<file path="config.mk">
export PLATFORM = sky130hd
export DESIGN_NAME = frame_packer
export DESIGN_NICKNAME = d
export VERILOG_FILES = /design/src/rtl/frame_packer.sv
export SDC_FILE = /design/constraint.sdc
export NUM_CORES = 1
export LEC_CHECK = 0
export BUFFER_PORTS_ARGS = -buffer_cell sky130_fd_sc_hd__buf_2
export CAP_MARGIN = 20
export CORE_ASPECT_RATIO = 1.75
export CORE_UTILIZATION = 30
export DETAILED_ROUTE_END_ITERATION = 8
export GPL_ROUTABILITY_DRIVEN = 0
export SYNTH_ARGS = -nofsm -noshare
export SYNTH_HDL_FRONTEND = slang
export SYNTH_SLANG_ARGS = --single-unit
export TNS_END_PERCENT = 20
</file>
<file path="constraint.sdc">
create_clock -name clk -period 13.77 [get_ports clk]
set_clock_uncertainty 0.05 [all_clocks]
set_input_delay 4.131 -clock clk [delete_from_list [all_inputs] [get_ports clk]]
set_output_delay 4.131 -clock clk [all_outputs]
set_load 0.1 [all_outputs]
</file>
<file path="src/rtl/frame_packer.sv">
// frame_packer: packs 8-bit pixels into 128-bit frame RAM words.
// `define FRAME_PACKER_CONTINUOUS_EN to roll into the next frame without sof.
`timescale 1ns/1ps
module frame_packer #(
    parameter int DEPTH = 13,
    parameter int WIDTH = 128,
    parameter int PIX_W = 8,
    parameter int WORDS = 4800
) (
    input  logic             clk,
    input  logic             rst,
    input  logic             sof,
    input  logic             pix_valid,
    input  logic [PIX_W-1:0] pix_data,
    output logic             we,
    output logic [DEPTH-1:0] a,
    output logic [WIDTH-1:0] di,
    output logic             busy,
    output logic             frame_done
);

    localparam int LANES = WIDTH / PIX_W;

    typedef enum logic {IDLE, FILL} state_t;

    state_t           state;
    logic [3:0]       lane;
    logic [DEPTH-1:0] waddr;
    logic [WIDTH-1:0] asm_q;

    logic [3:0]       lane_in;
    logic             take;
    logic [WIDTH-1:0] word_nx;

    // sof restarts the word, so a coincident pixel always lands in lane 0
    assign lane_in = sof ? 4'd0 : lane;
    assign take    = pix_valid && (sof || state == FILL);

    always_comb begin
        word_nx = asm_q;
        word_nx[lane_in*PIX_W +: PIX_W] = pix_data;
    end

    always_ff @(posedge clk or posedge rst) begin
        if (rst) begin
            state      <= IDLE;
            lane       <= '0;
            waddr      <= '0;
            asm_q      <= '0;
            we         <= 1'b0;
            a          <= '0;
            di         <= '0;
            busy       <= 1'b0;
            frame_done <= 1'b0;
        end else begin
            we         <= 1'b0;
            frame_done <= 1'b0;

            if (sof) begin
                state <= FILL;
                busy  <= 1'b1;
                lane  <= '0;
                waddr <= '0;
            end else if (frame_done) begin
`ifdef FRAME_PACKER_CONTINUOUS_EN
                busy <= 1'b1;
`else
                busy <= 1'b0;
`endif
            end

            if (take) begin
                asm_q <= word_nx;
                if (lane_in == 4'(LANES - 1)) begin
                    we   <= 1'b1;
                    a    <= waddr;
                    di   <= word_nx;
                    lane <= '0;
                    if (waddr == DEPTH'(WORDS - 1)) begin
                        frame_done <= 1'b1;
                        waddr      <= '0;
`ifdef FRAME_PACKER_CONTINUOUS_EN
                        state <= FILL;
`else
                        state <= IDLE;
`endif
                    end else begin
                        waddr <= waddr + DEPTH'(1);
                    end
                end else begin
                    lane <= lane_in + 4'd1;
                end
            end
        end
    end

endmodule

</file>
[Word level (Yosys, flattened, before mapping)]
Cells that the tools add are included.
Storage, ports and cells
  register bits: 290
  word-level logic and storage cells: 39
Operators by class
  add/sub/neg operators: 3
  equality and inequality tests: 2
  reductions and logical operators: 4
  mux-type cells: 19
  shift operators: 2
Operators with widths (count)
  $bwmux 128: 1
  $shift 8x34->128 const A: 1
  $shiftx 8x34->128: 1
  $mux 13: 4
  $neg 7->34: 1
  $add 13x1->13 const B: 1
  $eq 13x13->1 const B: 1
  $mux 4: 3
  $mux 1: 11
  $add 4x1->4 const B: 1
  $eq 4x4->1 const B: 1
  $reduce_and 2->1: 1
  $reduce_bool 2->1: 1
  $logic_and 1x1->1: 1
  $logic_or 1x1->1: 1

[Depth between registers and ports, before layout]
Gate-level depths: netlist of the first run.
  word-level depth: 4
  gate-level depth with buffers: 15
  mapped depth without buffers: 9

[Least setup slack after synthesis of the first run]
OpenSTA, ideal clock, no wires.
  path type: in2reg
  start: input port sof
  end: register asm_q[112]
  setup time: 0.125 ns
  arrival time: 6.953 ns
  buffers on the path: 6
  stages: 12
  path slack: 6.642 ns
  required time: 13.595 ns
  cells stage by stage: clkbuf_1 > nand2b_1 > clkbuf_1 > clkbuf_1 > ha_1 > or3b_1 > buf_2 > or3_1 > buf_2 > or3_1 > buf_6 > mux2_4
On the way
  longest elaborated chain between the ends: 4
RTL lines
  start: declaration: RTL line 12  | input logic sof,
  $mux 4
  $neg 7->34: RTL line 41  | word_nx[lane_in*PIX_W +: PIX_W] = pix_data;
  $shiftx 8x34->128 / $shift 8x34->128 (equally long branches): RTL line 41
  $bwmux 128: RTL line 41
  end signal: assignment: RTL line 73  | asm_q <= word_nx;
  end: declaration: RTL line 29  | logic [WIDTH-1:0] asm_q;
Parallel ways exist; a longest one is shown, timed or not.
A chain may end at the register's enable or synchronous reset.

[Final worst setup path of the first run]
  start: input port sof
  end: register di[96]
On the way
  longest elaborated chain between the ends: 4
RTL lines
  $mux 4
  $neg 7->34: RTL line 41
  $shiftx 8x34->128 / $shift 8x34->128 (equally long branches): RTL line 41
  $bwmux 128: RTL line 41
  end signal: assignment: RTL line 77  | di <= word_nx;
  end: declaration: RTL line 17  | output logic [WIDTH-1:0] di,
Parallel ways exist; a longest one is shown, timed or not.

==> results of run 1 <==
-- synthesized netlist by cell type, drive strengths merged (4+ instances only) --
master	instances
or2	4
o21ai	61
and2	6
nor4	9
a211oi	5
nand3b	8
nand4	4
mux2i	31
a221o	7
o311ai	18
buf	39
and3	21
and4	7
clkbuf	64
nand4b	12
nand3	58
dfrtp	290
a21oi	27
and4b	6
nand2b	18
nor3b	9
a221oi	8
or3	11
ha	6
nor3	13
mux2	120
nand2	123
o31a	12
inv	10
o211ai	29
o31ai	9
a31oi	63
nor2	106
-- area by class of cell --
type / instances / share of cell area
inverters: 12 / 0.00371
multi-input cells: 837 / 0.362
flip-flops and latches: 290 / 0.467
clock inverters: 7 / 0.00766
well taps: 566 / 0.0456
repair buffers: 176 / 0.0600
clock buffers: 40 / 0.0531
-- worst paths after layout --
path	startpoint	end	slack, ns
worst max-delay path	sof	di[96]	5.94
worst min-delay path	di[91]	di[91]	0.43
worst max register to register	lane[0]	di[96]	9.17
worst min register to register	di[91]	di[91]	0.43
max in group asynchronous	rst	di[126]	7.79
min in group asynchronous	rst	di[52]	3.63
-- per-layer routing --
layer  vias to the layer above  GRT usage  share of wire
met1                      5092      0.195           0.39
met4                         2     0.0890          0.049
met5                         -          0        0.00031
met3                        90     0.0238          0.046
met2                       279      0.307           0.52
li1                       4694          -              -
-- registers in the layout, summed over array words and instances, names as in the netlist --
| name | cells |
|---|---|
| state | 1 |
| we | 1 |
| di | 128 |
| asm_q | 128 |
| a | 13 |
| lane | 4 |
| frame_done | 1 |
| waddr | 13 |
| busy | 1 |
-- worst reg2reg max path, cell delays in order (launching register included) --
cell and delay (ns):
dfrtp_1 0.59, nand2b_1 0.44, inv_1 0.38, ha_1 0.25
nand3_1 0.33, or2_4 0.39, inv_6 0.60, buf_4 0.89
o311ai_0 0.41, o211ai_1 0.17
-- power by group through the flow --
stage                     sequential, mW  clock, mW  combinational [mW]
after detailed placement           0.892          0               0.134
after global routing               0.878      0.851               0.148
after CTS                          0.876      0.826               0.134
after floorplan                    0.889          0              0.0926
final                              0.876      0.804               0.134
after global placement             0.891          0               0.131
-- per-stage QoR --
| stage | area [um2] | total power, mW | utilization |
|---|---|---|---|
| after global routing | 15500 | 1.88 | 0.356 |
| after detailed placement | 14600 | 1.03 | 0.334 |
| final | 15500 | 1.81 | 0.356 |
| after global placement | 14600 | 1.02 | 0.334 |
| after floorplan | 13300 | 0.981 | - |
| after CTS | 15500 | 1.84 | 0.356 |
-- logic make-up after synthesis --
logic type                 share of synthesized area
and+or+nand+nor                                0.162
DFF                                            0.544
AOI/OAI and AO/OA                              0.123
muxes                                          0.127
buffers and inverters                         0.0364
adders and majority gates                    0.00562
xor gates and xnor gates                     0.00263
==> impl_results.md, run 1 <==
* N_diodes at 0
* WHS Path Cells at 2
* TritonCTS clock tree: built
* Skew-Pair Late Insertion Delay at 0.56 ns
* Crit path capture type: flop
* Fill count at 4335
* Layout cell share with drive strength beyond 1 at 0.261
* Total track usage at 0.171
* Via-to-Cell Ratio at 5.27
* WL/cell at 20.2 um
* Final cell count without fillers at 1928
* Clk slew on worst S/H paths at 0.06 ns
* CP Depth at 10
* Vias in the first global route at 10200
* Switching power share of the total at 0.247
* Design internal power at 1.37 mW
* Final Cycle Share at 0.569
* Part of the power in the clock network at 0.443
* Final Hold Slack at 0.425 ns
* Setup tns final at 0 ns
* First-pass GRT wire length at 60200 um
* Peak supply drop at 74.1 uV
* Max incr delay on CP at 0.89 ns
* Ys async rst share at 1.00
* Cts bufs inserted at 27
* Most area-consuming cells after synthesis: dfrtp_1, mux2_2, nand2_1
* Clk sinks at 290
* Placement Setup Slack at 5.47 ns
* Largest net degree at the start of global routing at 129
* Initial antenna violation count at 1
* Highest-count cells in the layout ignoring fill and taps: dfrtp_1, buf_2, nand2_1
* Top_reg_cell synth: dfrtp_1
* Worst Path Buf+Inv at 4
* Die height at 281 um
* Antenna-violating nets left at 0
* Clk buf depth at 3
* Max-cap violations at 0
* Worst-Margin Slew at 1.16 ns
* Worst path arrival time at roughly 8 ns
* CP max stage cell: buf_4
* # IOs at between 150 and 200
* Synth Net Count at between 1000 and 1500
* Gates resized, CTS repair at 0
* Pwr/cell area at approximately 120 nW/um2
* Comb pwr share at 0.074
* # rows at about 100
* Slew HR at 0.224
* Endpoints failing setup at 0
* Net count, final at 1362
* Fin worst setup slack at 5.94 ns
* Initial DRC count at 631
* Input/output buffers at 155
* Power share of the sequential group at 0.483
* Setup Buffers After CTS at 0
* Synth-to-layout area growth at 16.3%
* Post-synth design cell area at 13300 um2
* CP required at 14.17 ns
* Critical path launch point type: input port
* Vias at 10200
* Worst path cell trace: buf_2 -> nand2b_1 -> inv_1 -> ha_1 -> nand3_1 -> or2_4 -> inv_6 -> buf_4 -> o311ai_0 -> o211ai_1
* Worst R2R Path Depth at 9
* Number of flops mapped to enable cells by yosys at 0
* Starting Density at 0.306
* Root Buffer: clkbuf_16
* RSZ-0062 raised after global routing: no
* Leak Pwr at between 7 and 8 nW
* Top cell type's share of synthesized area at 0.544
* Worst hold path class: flop to flop
* Core area at 43600 um2
* Seq. cell area at 7260 um2
* Dpl hpwl at between 20000 and 30000 um
* DRC errors left at 0
* Die width at 161 um
* Mapped Cells at 1242
* Tmin final at 7.83 ns
* Slew Limit Fails at 0
* Peak Freq at between 100 and 150 MHz
* Flip-flop and latch count after synthesis at 290
* Synth cell types at 59
* Final hold violations at 0
* Yosys warns at 0
* Leading cell type in the layout, fill and taps excluded: dfrtp_1
* Status: complete, no violations
* Area of the multi-input gates at 5630 um2
* Die ar. at 45400 um2
* CTS H-tree lvls at 1
* Post-CTS Hold Fix Bufs at 0
* Crit Path Category: input port to flop
* Syn Area/Cell at 10.7 um2
* Family with the most delay on the worst path: buffers and inverters
* Overflow left after global routing at 0
* Area leader, netlist: dfrtp_1
* Sequential fraction of the synthesis area at 0.544
* Placed cells at 1879
* Psw at 0.447 mW
* CP Max Fanout at around 130
* DRT Wirelength at just under 40000 um
* First drt pass iteration count at 5
(Power assumes the default switching activity.)
==> run 2, diff against run 1 <==
Clock period 13.77 ns to 6.8 ns, I/O delays scaled along.
==> run 2 against run 1 <==
Largest power group unchanged. Largest cell class unchanged. Combinational power up 100%. Design area up 0.18%. Utilization up 0.063 points. Highest routed layer unchanged. Power up 99%. Die area unchanged. Flip-flop and latch count unchanged. Via count down 0.19%. First-iteration DRC count up 6.2%. Critical endpoint is now di[26]. Setup slack worse by 4.2 ns. Non-clock buffer count up 9.
==> impl_results.md, run 2 (synthesized netlist as in run 1, its figures left out) <==
* Status: complete, no violations
* CP Max Fanout at 129 (+0.78%)
* Fill count at 4348 (+0.30%)
* Cts bufs inserted at 27 (unchanged)
* RSZ-0062 raised after global routing: no
* First-pass GRT wire length at 60000 um (-0.22%)
* Slew HR at 0.295 (+0.0710)
* Worst-Margin Slew at 1.05 ns (-0.112 ns)
* Die ar. at 45400 um2 (unchanged)
* Clk slew on worst S/H paths at 0.06 ns (about the same)
* Antenna-violating nets left at 0 (unchanged)
* Worst R2R Path Depth at 9 (unchanged)
* Crit path capture type: flop
* Die height at 281 um (unchanged)
* Peak Freq at 198 MHz
* Root Buffer: clkbuf_16
* Setup Buffers After CTS at 0 (unchanged)
* Layout cell share with drive strength beyond 1 at 0.263 (+0.00247)
* N_diodes at 0 (unchanged)
* Max incr delay on CP at 0.61 ns (-0.28 ns)
* Synth-to-layout area growth at 16.5%
* Vias in the first global route at 10100 (-0.50%)
* First drt pass iteration count at 7 (+2)
* Hold path startpoint: di[70]
* Hold Path Sink: di[70]
* Reg-to-reg endpoint: di[26]
* Vias at 10100 (-0.19%)
* Initial antenna violation count at 1 (unchanged)
* Worst Path Buf+Inv at 4 (unchanged)
* Biggest regs: asm_q x128, di x128
* Via-to-Cell Ratio at 5.23 (-0.70%)
* Critical path launch point type: input port
* Reg-to-reg startpoint: lane[0]
* Die width at 161 um (unchanged)
* Net count, final at 1371 (+0.66%)
* Worst path cell trace: buf_2 -> nand2b_1 -> inv_1 -> ha_1 -> nand3_1 -> or2_4 -> inv_6 -> buf_4 -> nor2_1 -> a31oi_1
* Endpoints failing setup at 0 (unchanged)
* Clk sinks at 290 (unchanged)
* Overflow left after global routing at 0 (unchanged)
* Core Util, Final at 0.357 (+0.000631)
* Total track usage at 0.169 (-0.00142)
* Final Hold Slack at 0.422 ns (-0.00383 ns)
* Crit Path Category: input port to flop
* Worst path arrival time at 5.46 ns (-2.77 ns)
* Core area at 43600 um2 (unchanged)
* Highest-count cells in the layout ignoring fill and taps: dfrtp_1, buf_2, nand2_1
* Max-cap violations at 0 (unchanged)
* Starting Density at 0.306 (unchanged)
* Initial DRC count at 670 (+6.2%)
* WL/cell at 19.8 um (-2.2%)
* CP required at 7.21 ns (-6.96 ns)
* Leading cell type in the layout, fill and taps excluded: dfrtp_1
* Skew-Pair Late Insertion Delay at 0.55 ns (about the same)
* WHS Path Cells at 2 (unchanged)
* DRC errors left at 0 (unchanged)
* Worst hold path class: flop to flop
* DRT Wirelength at 38400 um (-1.7%)
* Final Cycle Share at 0.743
* Largest net degree at the start of global routing at 171 (+33%)
* Input/output buffers at 155 (unchanged)
* Family with the most delay on the worst path: buffers and inverters
* Slew Limit Fails at 0 (unchanged)
* Setup tns final at 0 ns (unchanged)
* CTS H-tree lvls at 1 (unchanged)
* TritonCTS clock tree: built
* # rows at 101 (unchanged)
* Dpl hpwl at 27100 um (about the same)
* Leak Pwr at 7.35 nW (+0.34%)
* Tmin final at slightly above 5 ns
* # IOs at 156 (unchanged)
* Peak supply drop at 116 uV (+56%)
* Post-CTS Hold Fix Bufs at 0 (unchanged)
* Pwr/cell area at 232 nW/um2 (+98%)
* Final hold violations at 0 (unchanged)
* Clk buf depth at 3 (unchanged)
* CP max stage cell: inv_6
* R2r setup slk at 2.89 ns (-6.28 ns)
* Gates resized, CTS repair at 0 (unchanged)
[run 2: changes by cell type in the layout (fill, tap and decap cells not counted)]
| cell | change |
|---|---|
| clkbuf_1 | +4 |
| buf_12 | +1 |
| clkinv_2 | +3 |
| inv_8 | -1 |
| clkbuf_8 | -6 |
| clkbuf_2 | -1 |
| clkinv_4 | +1 |
| buf_4 | +9 |
[run 2: cell type report]
cell class / count / area (um2) / share of cell area
Inverter: 12 / 53.8 / 0.00346
Clock inverter: 10 / 135 / 0.00869
Sequential cell: 290 / 7260 / 0.467
Multi-Input combinational cell: 837 / 5630 / 0.362
Timing Repair Buffer: 185 / 1010 / 0.0652
Tap cell: 566 / 708 / 0.0455
Clock buffer: 38 / 757 / 0.0487
[run 2: routing by layer]
metal	part of all wire	wire [um]	track usage
met4	0.039	1510	0.0793
met1	0.39	15000	0.194
met3	0.052	1980	0.0300
met5	0.00021	8	0
met2	0.52	19900	0.302
[run 2: power by group]
group,total [mW],internal [mW],switching [mW],leakage (nW)
combinational,0.271,0.0669,0.204,2.88
clock,1.56,0.891,0.666,0.437
sequential,1.77,1.75,0.0197,4.03
total,3.60,2.71,0.890,7.35
[run 2: worst max path at each step]
stage                     from        end  slack (ns)  cells past startpoint
after detailed placement   sof  asm_q[58]        1.22                      9
after CTS                  sof     di[26]        1.80                     10
after global placement     sof  asm_q[58]        1.29                      9
after floorplan            rst       a[0]        0.86                      1
final                      sof     di[26]        1.75                     10
after global routing       sof   waddr[9]        1.42                     10
[run 2: worst min-delay path, delay by kind of cell, from the launching register on]
kind               cells  cell delay [ns]
AOI/OAI and AO/OA      1             0.06
and+or+nand+nor        1             0.05
DFF                    1             0.33
[run 2: stage by stage]
stage	power, mW	instance area, um2	worst slack, ns	instances
4_1_cts	3.65	15500	1.80	1937
6_report	3.60	15600	1.75	1938
5_1_grt	3.74	15600	1.42	1938
3_5_place_dp	2.08	14700	1.22	1889
3_3_place_gp	2.07	14700	1.29	1889
2_1_floorplan	1.99	13400	0.863	1242
==> run 3, diff against run 2 <==
Clock period 6.8 ns to 4.2 ns, I/O delays scaled along.
==> run 3 against run 2 <==
Flip-flop and latch count stayed put. Design area rose by 2.3%. Final cell count rose by 1.7%. Hold slack better by 0.0037 ns. Register-to-register slack got worse by 1.7 ns. Setup slack worse by 0.86 ns. Wire length is 1.1% higher. Clock-buffer cell count shrank 7. Highest routed layer unchanged. Via count up 0.24%.
==> impl_results.md, run 3 (synthesized netlist as in run 1, its figures left out) <==
* Root Buffer: clkbuf_16
* Clk sinks at 290 (unchanged)
* Peak Freq at 301 MHz
* CTS H-tree lvls at 1 (unchanged)
* Max Used Layer: met5
* First-pass GRT wire length at 60700 um (+1.2%)
* Setup Buffers After CTS at 0 (unchanged)
* DRT Wirelength at 38800 um (+1.1%)
* Highest-count cells in the layout ignoring fill and taps: dfrtp_1, buf_2, nand2_1
* DR WL met2 at 20600 um (+3.3%)
* # IOs at 156 (unchanged)
* Vias at 10200 (+0.24%)
* N_diodes at 0 (unchanged)
* Clk slew on worst S/H paths at 0.06 ns (about the same)
* Final instance area at 15900 um2 (+2.3%)
* Starting Density at 0.306 (unchanged)
* Post-Place Cell Area at 15000 um2 (+2.1%)
* TritonCTS clock tree: built
* Die height at 281 um (unchanged)
* Die width at 161 um (unchanged)
* # rows at 101 (unchanged)
* Peak supply drop at 220 uV (+90%)
* Final hold violations at 0 (unchanged)
* Gates resized, CTS repair at 0 (unchanged)
* Via-to-Cell Ratio at 5.16 (-1.4%)
* Overflow left after global routing at 0 (unchanged)
* Final Cycle Share at 0.790
* Pwr/cell area at 376 nW/um2 (+62%)
* Area of the multi-input gates at 5630 um2 (unchanged)
* CP Max Fanout at 8 (-94%)
* M1 WL at 15100 um (+0.64%)
* Critical path launch point type: input port
* Family with the most delay on the worst path: simple AND/OR/NAND/NOR gates
* Crit Path Category: input port to flop
* Setup tns final at 0 ns (unchanged)
* Initial DRC count at 556 (-17%)
* Max incr delay on CP at 0.52 ns (-0.09 ns)
* Worst path arrival time at 3.70 ns (-1.76 ns)
* Tmin final at 3.32 ns
* Vias in the first global route at 10400 (+2.9%)
* Antenna-violating nets left at 0 (unchanged)
* Worst Path Buf+Inv at 2 (-2)
* CP required at 4.58 ns (-2.63 ns)
* Max-cap violations at 0 (unchanged)
* Tot Pwr at 5.98 mW (+66%)
* Slew HR at 0.355 (+0.0599)
* Post-CTS Hold Fix Bufs at 0 (unchanged)
* Metal3 WL at 1640 um (-17%)
* RSZ-0062 raised after global routing: no
* Net count, final at 1403 (+2.3%)
* Synth-to-layout area growth at 19.2%
* Fill count at 4354 (+0.14%)
* CP max stage cell: or4b_1
* WL/cell at 19.7 um (-0.63%)
* Skew-Pair Late Insertion Delay at 0.57 ns (+0.02 ns)
* Dpl hpwl at 28200 um (+4.2%)
* Input/output buffers at 155 (unchanged)
* Initial antenna violation count at 1 (unchanged)
* Biggest regs: asm_q x128, di x128
* Core area at 43600 um2 (unchanged)
* Die ar. at 45400 um2 (unchanged)
* Total track usage at 0.171 (+0.00213)
* Seq. cell area at 7260 um2 (unchanged)
* Worst hold path class: flop to flop
* Status: complete, no violations
* Endpoints failing setup at 0 (unchanged)
* First drt pass iteration count at 4 (-3)
* Slew Limit Fails at 0 (unchanged)
* DRC errors left at 0 (unchanged)
* Worst-Margin Slew at 0.963 ns (-0.0860 ns)
* Leading cell type in the layout, fill and taps excluded: dfrtp_1
* Leak Pwr at 7.54 nW (+2.6%)
* Worst path cell trace: buf_2 -> inv_1 -> o31ai_1 -> ha_1 -> or4b_1 -> a211oi_1 -> and2_1 -> mux2_2
* Cts bufs inserted at 27 (unchanged)
* Largest net degree at the start of global routing at 105 (-39%)
* Layout cell share with drive strength beyond 1 at 0.285 (+0.0216)
* Crit path capture type: flop
* Clk buf depth at 3 (unchanged)
==> run 3: cell type report <==
| type | instances | area share |
|---|---|---|
| tap | 566 | 0.0445 |
| clock buffer | 31 | 0.0453 |
| clock inverter | 18 | 0.0142 |
| inverter | 12 | 0.00338 |
| sequential | 290 | 0.456 |
| timing repair buffer | 217 | 0.0827 |
| multi-input combinational | 837 | 0.354 |
==> run 3: path summary, 6_finish.rpt <==
check / from / to / slack, ns / cells after the start
max: sof / asm_q[70] / 0.88 / 8
min: a[7] / a[7] / 0.43 / 2
max reg2reg: lane[0] / asm_q[114] / 1.19 / 6
min reg2reg: a[7] / a[7] / 0.43 / 2
max in group asynchronous: rst / a[3] / 2.37 / 3
min in group asynchronous: rst / asm_q[17] / 0.73 / 2
==> run 3: layer usage <==
layer  global-route usage  vias to the layer above
met4               0.0752                        2
met1                0.195                     5075
li1                     -                     4783
met3               0.0248                       69
met5                    0                        -
met2                0.315                      233
==> run 3: worst reg2reg max path, stage by stage (launching register included) <==
cell and delay (ns):
dfrtp_1 0.58, nand2b_1 0.17, ha_1 0.32, or3b_1 0.36
or3_1 0.46, or3_1 0.58, mux2_4 0.37
==> run 3: per-stage QoR <==
| stage | hold WS, ns | util | worst slack [ns] | cells |
|---|---|---|---|---|
| 3_5_place_dp | 0.412 | 0.343 | 0.260 | 1921 |
| 2_1_floorplan | 0.398 | - | -0.957 | 1242 |
| 3_3_place_gp | 0.407 | 0.343 | 0.358 | 1921 |
| 6_report | 0.425 | 0.365 | 0.882 | 1971 |
| 4_1_cts | 0.429 | 0.365 | 0.843 | 1970 |
| 5_1_grt | 0.455 | 0.365 | 0.693 | 1971 |
==> run 3: power breakdown <==
group / switching [mW] / internal [mW] / total, mW / leakage (nW)
Combinational: 0.334 / 0.133 / 0.467 / 3.05
Sequential: 0.0323 / 2.84 / 2.87 / 4.03
Clock: 1.14 / 1.49 / 2.64 / 0.455
Total: 1.51 / 4.47 / 5.98 / 7.54
